**src/rtl/omr_pkg.sv**
```systemverilog
// Shared types and constants for the OMR sheet datapath (scanner, key loader, grader).
package omr_pkg;

  localparam int unsigned NUM_Q_DEF = 10;
  localparam int unsigned OPT_W_DEF = 4;
  localparam int unsigned CNT_W_DEF = 4;

  // Keys are one-hot, so neither of these codes can ever grade as correct.
  localparam logic [OPT_W_DEF-1:0] BLANK_CODE = 4'b0000;
  localparam logic [OPT_W_DEF-1:0] MULTI_CODE = 4'b1111;

  typedef enum logic [1:0] {
    MARK_ONE,
    MARK_BLANK,
    MARK_MULTI
  } row_class_e;

  typedef enum logic [1:0] {
    IDLE,
    SCAN,
    HOLD
  } scan_state_e;

endpackage

```
**src/rtl/omr_sheet_scanner_if.sv**
```systemverilog
// Sensor-row stream in, answer-word stream out; master = scanner, slave = sensor/grader side.
interface omr_sheet_scanner_if
  import omr_pkg::*;
#(
  parameter int unsigned NUM_Q = NUM_Q_DEF,
  parameter int unsigned OPT_W = OPT_W_DEF,
  parameter int unsigned CNT_W = CNT_W_DEF
);

  logic                     start;
  logic                     row_valid;
  logic [OPT_W-1:0]         row_data;
  logic                     row_ready;
  logic [NUM_Q*OPT_W-1:0]   answers;
  logic                     answers_valid;
  logic                     answers_ready;
  logic [CNT_W-1:0]         blank_count;
  logic [CNT_W-1:0]         multi_count;
  logic                     busy;
  logic                     scan_error;

  modport master (
    input  start, row_valid, row_data, answers_ready,
    output row_ready, answers, answers_valid, blank_count, multi_count, busy, scan_error
  );

  modport slave (
    output start, row_valid, row_data, answers_ready,
    input  row_ready, answers, answers_valid, blank_count, multi_count, busy, scan_error
  );

endinterface

```
**src/rtl/omr_row_encoder.sv**
```systemverilog
// Classifies one bubble row as single mark, blank or multi-mark and emits its answer nibble.
module omr_row_encoder
  import omr_pkg::*;
#(
  parameter int unsigned OPT_W = OPT_W_DEF
) (
  input  logic [OPT_W-1:0] row_data,
  output logic [OPT_W-1:0] code,
  output row_class_e       row_class
);

  always_comb begin
    code      = '1;
    row_class = MARK_MULTI;
    if (row_data == '0) begin
      code      = '0;
      row_class = MARK_BLANK;
    end else if ((row_data & (row_data - 1'b1)) == '0) begin
      // Clearing the lowest set bit leaves nothing only for a one-hot row.
      code      = row_data;
      row_class = MARK_ONE;
    end
  end

endmodule

```
**src/rtl/omr_sheet_scanner.sv**
```systemverilog
// Scans NUM_Q bubble rows per sheet into a packed answer word with blank/multi tallies.
// Optional idle-row abort in SCAN is built when SCAN_TIMEOUT_EN is defined.
module omr_sheet_scanner
  import omr_pkg::*;
#(
  parameter int unsigned NUM_Q          = NUM_Q_DEF,
  parameter int unsigned OPT_W          = OPT_W_DEF,
  parameter int unsigned CNT_W          = CNT_W_DEF,
  parameter int unsigned TIMEOUT_CYCLES = 255
) (
  input logic                 clk,
  input logic                 reset,
  omr_sheet_scanner_if.master bus
);

  localparam int unsigned IDX_W = (NUM_Q > 1) ? $clog2(NUM_Q) : 1;
  localparam logic [IDX_W-1:0] LAST_IDX = IDX_W'(NUM_Q - 1);

  scan_state_e state, state_next;

  logic [NUM_Q*OPT_W-1:0] answers_q;
  logic [CNT_W-1:0]       blank_q;
  logic [CNT_W-1:0]       multi_q;
  logic [IDX_W-1:0]       idx;

  logic       accept;
  logic       clear;
  logic       timeout_hit;
  logic [OPT_W-1:0] code;
  row_class_e row_class;

  omr_row_encoder #(.OPT_W(OPT_W)) u_enc (
    .row_data  (bus.row_data),
    .code      (code),
    .row_class (row_class)
  );

`ifdef SCAN_TIMEOUT_EN
  localparam int unsigned TMO_W = $clog2(TIMEOUT_CYCLES + 1);

  logic [TMO_W-1:0] tmo_cnt;
  logic             scan_error_q;

  // Fires on the idle cycle that would make the count reach TIMEOUT_CYCLES.
  assign timeout_hit = (state == SCAN) && !accept && (tmo_cnt == TMO_W'(TIMEOUT_CYCLES - 1));

  always_ff @(posedge clk) begin
    if (reset) begin
      tmo_cnt      <= '0;
      scan_error_q <= 1'b0;
    end else begin
      scan_error_q <= timeout_hit;
      if (state != SCAN || accept || timeout_hit) tmo_cnt <= '0;
      else                                        tmo_cnt <= tmo_cnt + TMO_W'(1);
    end
  end

  assign bus.scan_error = scan_error_q;
`else
  assign timeout_hit    = 1'b0;
  assign bus.scan_error = 1'b0;
`endif

  always_comb begin
    state_next        = state;
    accept            = 1'b0;
    clear             = 1'b0;
    bus.row_ready     = 1'b0;
    bus.answers_valid = 1'b0;
    bus.busy          = 1'b0;
    case (state)
      IDLE: begin
        if (bus.start) begin
          clear      = 1'b1;
          state_next = SCAN;
        end
      end
      SCAN: begin
        bus.row_ready = 1'b1;
        bus.busy      = 1'b1;
        accept        = bus.row_valid;
        if (accept && idx == LAST_IDX) begin
          state_next = HOLD;
        end else if (timeout_hit) begin
          clear      = 1'b1;
          state_next = IDLE;
        end
      end
      HOLD: begin
        bus.answers_valid = 1'b1;
        bus.busy          = 1'b1;
        if (bus.answers_ready) state_next = IDLE;
      end
      default: state_next = IDLE;
    endcase
  end

  always_ff @(posedge clk) begin
    if (reset) state <= IDLE;
    else       state <= state_next;
  end

  always_ff @(posedge clk) begin
    if (reset || clear) begin
      answers_q <= '0;
      blank_q   <= '0;
      multi_q   <= '0;
      idx       <= '0;
    end else if (accept) begin
      answers_q[idx*OPT_W +: OPT_W] <= code;
      if (row_class == MARK_BLANK) blank_q <= blank_q + CNT_W'(1);
      if (row_class == MARK_MULTI) multi_q <= multi_q + CNT_W'(1);
      idx <= idx + IDX_W'(1);
    end
  end

  assign bus.answers     = answers_q;
  assign bus.blank_count = blank_q;
  assign bus.multi_count = multi_q;

endmodule

```
**src/flat_wrapper.sv**
```systemverilog
// flat-port wrapper written by rule: the top's interface ports become plain ports
module omr_sheet_scanner_flat import omr_pkg::*;
#(
  parameter int unsigned NUM_Q          = NUM_Q_DEF,
  parameter int unsigned OPT_W          = OPT_W_DEF,
  parameter int unsigned CNT_W          = CNT_W_DEF,
  parameter int unsigned TIMEOUT_CYCLES = 255
)
  (clk, reset, bus_start, bus_row_valid, bus_row_data, bus_answers_ready, bus_row_ready, bus_answers, bus_answers_valid, bus_blank_count, bus_multi_count, bus_busy, bus_scan_error);
  omr_sheet_scanner_if #(.NUM_Q(NUM_Q), .OPT_W(OPT_W), .CNT_W(CNT_W)) bus_i ();
  input logic clk;
  input logic reset;
  input wire logic [$bits(bus_i.start)-1:0] bus_start;
  input wire logic [$bits(bus_i.row_valid)-1:0] bus_row_valid;
  input wire logic [$bits(bus_i.row_data)-1:0] bus_row_data;
  input wire logic [$bits(bus_i.answers_ready)-1:0] bus_answers_ready;
  output wire logic [$bits(bus_i.row_ready)-1:0] bus_row_ready;
  output wire logic [$bits(bus_i.answers)-1:0] bus_answers;
  output wire logic [$bits(bus_i.answers_valid)-1:0] bus_answers_valid;
  output wire logic [$bits(bus_i.blank_count)-1:0] bus_blank_count;
  output wire logic [$bits(bus_i.multi_count)-1:0] bus_multi_count;
  output wire logic [$bits(bus_i.busy)-1:0] bus_busy;
  output wire logic [$bits(bus_i.scan_error)-1:0] bus_scan_error;
  assign bus_i.start = bus_start;
  assign bus_i.row_valid = bus_row_valid;
  assign bus_i.row_data = bus_row_data;
  assign bus_i.answers_ready = bus_answers_ready;
  assign bus_row_ready = bus_i.row_ready;
  assign bus_answers = bus_i.answers;
  assign bus_answers_valid = bus_i.answers_valid;
  assign bus_blank_count = bus_i.blank_count;
  assign bus_multi_count = bus_i.multi_count;
  assign bus_busy = bus_i.busy;
  assign bus_scan_error = bus_i.scan_error;
  omr_sheet_scanner #(.NUM_Q(NUM_Q), .OPT_W(OPT_W), .CNT_W(CNT_W), .TIMEOUT_CYCLES(TIMEOUT_CYCLES)) u_core (.clk(clk), .reset(reset), .bus(bus_i));
endmodule
```
**config.mk**
```make
export PLATFORM = sky130hd
export DESIGN_NAME = omr_sheet_scanner_flat
export DESIGN_NICKNAME = d
export VERILOG_FILES = /design/src/rtl/omr_pkg.sv /design/src/rtl/omr_sheet_scanner_if.sv /design/src/rtl/omr_row_encoder.sv /design/src/rtl/omr_sheet_scanner.sv /design/src/flat_wrapper.sv
export SDC_FILE = /design/constraint.sdc
export NUM_CORES = 1
export LEC_CHECK = 0
export BUFFER_PORTS_ARGS = -buffer_cell sky130_fd_sc_hd__buf_2
export CAP_MARGIN = 20
export CORE_MARGIN = 2
export CORE_UTILIZATION = 55
export CTS_BUF_LIST = sky130_fd_sc_hd__clkbuf_2
export DETAILED_ROUTE_END_ITERATION = 7
export PLACE_DENSITY = 0.82
export SLEW_MARGIN = 0
export SYNTH_ARGS = -nofsm -noshare
export SYNTH_HDL_FRONTEND = slang
export SYNTH_SLANG_ARGS = --single-unit
```
**constraint.sdc**
```tcl
create_clock -name clk -period 2.9 [get_ports clk]
set_input_delay 0.435 -clock clk [delete_from_list [all_inputs] [get_ports clk]]
set_output_delay 0.435 -clock clk [all_outputs]
set_load 0.02 [all_outputs]
```
==> impl_results.md <==
- Syn Nets: between 200 and 300
- Diodes inserted: 0
- Final setup fails: 0
- Hold crit path type: in -> reg
- Post-DR wirelength/cell: about 14 um
- Post-synthesis cell area: roughly 0.0025 mm2
- Bufs and invs on worst path: 1
- Part of the cycle the worst path needs: 0.8079
- Site Rows: 24
- Top-area cell type share of the netlist area: 0.4250
- FILL cells: 381
- Sequential area share after synthesis: 0.4250
- Fmax: 426.8 MHz
- First-pass GRT wire length: 8970 um
- Data arrival, critical path: 2700 ps
- FF+latch count, synth: 54
- CP Capture Type: flop
- CP Class: reg -> reg
- Core area: ~0.0044 mm2
- Antenna viol nets, final: 0
- DR pass1 iterations: 4
- IO buf count: between 50 and 60
- Tmin final: between 2000 and 2500 ps
- Synth unique cells: 42
- DRT iter0 DRCs: approximately 100
- Via density: about 5.5
- Delay-heaviest family, CP: compound AO/OA/AOI/OAI gates
- Rel. slew slack: 0.5220
- Via count: around 2100
- Die span in x: about 72 um
- Status: finished, final reports clean
- Share of layout cells above drive strength 1: 0.2287
- Worst Max-Slew Pin Slew: about 710 ps
- Final HPWL DP: slightly below 4000 um
- Largest area contributor in the netlist: dfxtp_1
- Worst skew pair latency: roughly 450 ps
- Mean post-synth cell area: between 9 and 10 um2
- WL final: between 5000 and 6000 um
- Post-CTS Resized: 0
- Vias in the first global route: 1961
- Setup total negative slack: 0 ps
- Syn-to-layout area delta: 14.46%
- DRC viols: 0
- Hold buffers post-CTS: 0
- Post-route insts no fill: between 300 and 400
- Dpl cells: ~370
- CP max FO: 9
- Startpoint type of the worst setup path: flop
- Crit-path slowest cell: a2111oi_4
- Power density over the cells: 531.1 mW/mm2
- Largest net degree at the start of global routing: 38
- Root Buffer: clkbuf_2
- Layout Skew: slightly below 30 ps
- Max stage delay on crit path: ~530 ps
- Fin. Hold Viols: 0
- Max cap viols: 0
- Die area: roughly 0.0052 mm2
- IR drop worst, VDD: between 300 and 400 uV
- CTS clk-pin slew, worst paths: between 200 and 250 ps
- Die Y: between 70 and 80 um
- Gr usage total: 0.2163
- Slew Viols, Final: 0
- # nets final: around 350
- Routability cong.: 0.8835
- Max clock buf depth: 2
- I/O Pins: between 60 and 70
- Cells after synthesis: 271
- Clock H-tree levels: 2
- Clock sinks: 54
- Static Leak: between 1 and 1.5 nW
- Top cells by area, synth: dfxtp_1 42%, mux2i_1 17%, nand2_1 6.8%, ha_1 4.9%, nor2_1 3.8%
- Initial antenna violation count: 0
- CP cell instances: inv_1 -> ha_1 -> or3_1 -> a2111oi_4 -> mux2i_1 -> nor2_1
- Ys Warns: 0
- TritonCTS clock tree: built
- RSZ-0062 raised after global routing: no
- CTS buffer count: 5
- Post-CTS setup buffers: 0
- Grt ovf: 0
- Initial Utilization: 0.5762
- Worst Path Required: between 3000 and 4000 ps
-- through the flow --
step           hold slack (ps)  utilization  area [um2]  power [mW]  setup WS, ps
6_report                 208.2       0.6596        2912       1.546         557.0
5_1_grt                  167.9       0.6596        2912       1.630         412.0
4_1_cts                  197.5       0.6596        2912       1.555         568.0
3_5_place_dp             449.3       0.6463        2853       1.198         588.0
3_3_place_gp             441.3       0.6463        2853       1.187         686.2
2_1_floorplan            487.1            -        2544       1.103         771.6
-- cell usage in the layout, fill, tap and decap left out, types with 2 or more instances in the layout --
master / netlist / layout
a2111oi_4: 2 / 2
a21oi_1: 7 / 6
buf_2: 1 / 59
buf_4: 2 / 3
clkbuf_2: 1 / 5
dfxtp_1: 54 / 54
ha_1: 10 / 10
inv_1: 8 / 8
maj3_1: 2 / 2
mux2i_1: 43 / 43
nand2_1: 46 / 46
nand3_1: 13 / 13
nor2_1: 26 / 26
nor3_1: 6 / 6
nor4_1: 5 / 5
nor4b_1: 2 / 2
o211a_1: 2 / 2
o211ai_1: 2 / 2
or2_2: 2 / 2
or3_1: 4 / 4
xnor2_1: 5 / 5
xor2_1: 4 / 4
-- flip-flops by register name (all words and copies together), names as in the netlist --
signal / count
u_core.state: 2
u_core.bus.multi_count: 4
u_core.idx: 4
u_core.bus.answers: 40
u_core.bus.blank_count: 4
-- cell usage after synthesis, drive strengths merged --
library cell	n
a211oi	1
nor2	26
xor2	4
nand3b	1
and2	1
and3b	1
dlygate4sd1	1
o21ai	2
xnor2	5
inv	8
a21o	1
nand3	13
buf	4
a222oi	1
or2b	1
conb	1
ha	10
nor4b	2
o311a	1
a21oi	7
or3	4
nand2b	1
or3b	1
o211ai	2
or4	1
nor4	5
nand2	46
a2111oi	2
nor3b	1
o211a	2
maj3	2
nand4b	1
mux2i	43
clkbuf	7
nor3	6
dfxtp	54
or2	2
-- worst reg2reg max path, delay by kind of cell, from the launching register on --
family          cells  cell delay (ps)
mux                 1              240
simple gates        2              490
buf+inv             1              110
compound gates      1              530
fa+ha+maj           1              380
flops               1              520
-- layer usage --
layer,wire length [um],share of wire,GRT usage
met4,77,0.015,0.06289
met5,0,0,0
met1,2391,0.45,0.2890
met3,320,0.061,0.05972
met2,2479,0.47,0.3447
-- cells by family (layout without fill, tap and decap cells) --
family | count (synthesis) | in the layout | share of synthesized area
other | 1 | 1 | 0.001474
AOI/OAI and AO/OA | 19 | 19 | 0.06689
muxes | 43 | 43 | 0.1692
buffers and inverters | 20 | 77 | 0.04230
adders and majority gates | 12 | 12 | 0.05706
and+or+nand+nor | 113 | 113 | 0.2071
xor gates and xnor gates | 9 | 9 | 0.03099
DFF | 54 | 54 | 0.4250
-- cell type report --
cell class,instances,area (um2),area share
Clock buffer,5,25.02,0.008595
Inverter,8,30.03,0.01031
Clock inverter,2,33.78,0.01160
Multi-Input combinational cell,197,1359,0.4667
Tap cell,52,65.06,0.02235
Timing Repair Buffer,62,317.8,0.1092
Sequential cell,54,1081,0.3713
-- power by group --
part	switching [mW]	internal, mW	leakage, nW	total (mW)
Combinational	0.266	0.136	0.901	0.401
Clock	0.224	0.138	0.0365	0.362
Sequential	0.0157	0.767	0.435	0.783
-- worst paths after layout --
check / from / endpoint / slack [ps] / cells past startpoint
worst max-delay path: u_core.idx[1] / u_core.bus.answers[18] / 560 / 6
worst min-delay path: reset / u_core.state[0] / 210 / 2
worst min register to register: u_core.bus.answers[6] / u_core.bus.answers[6] / 470 / 2
worst max register to register: u_core.idx[1] / u_core.bus.answers[18] / 560 / 6
Power figures use the tool's default switching activity.
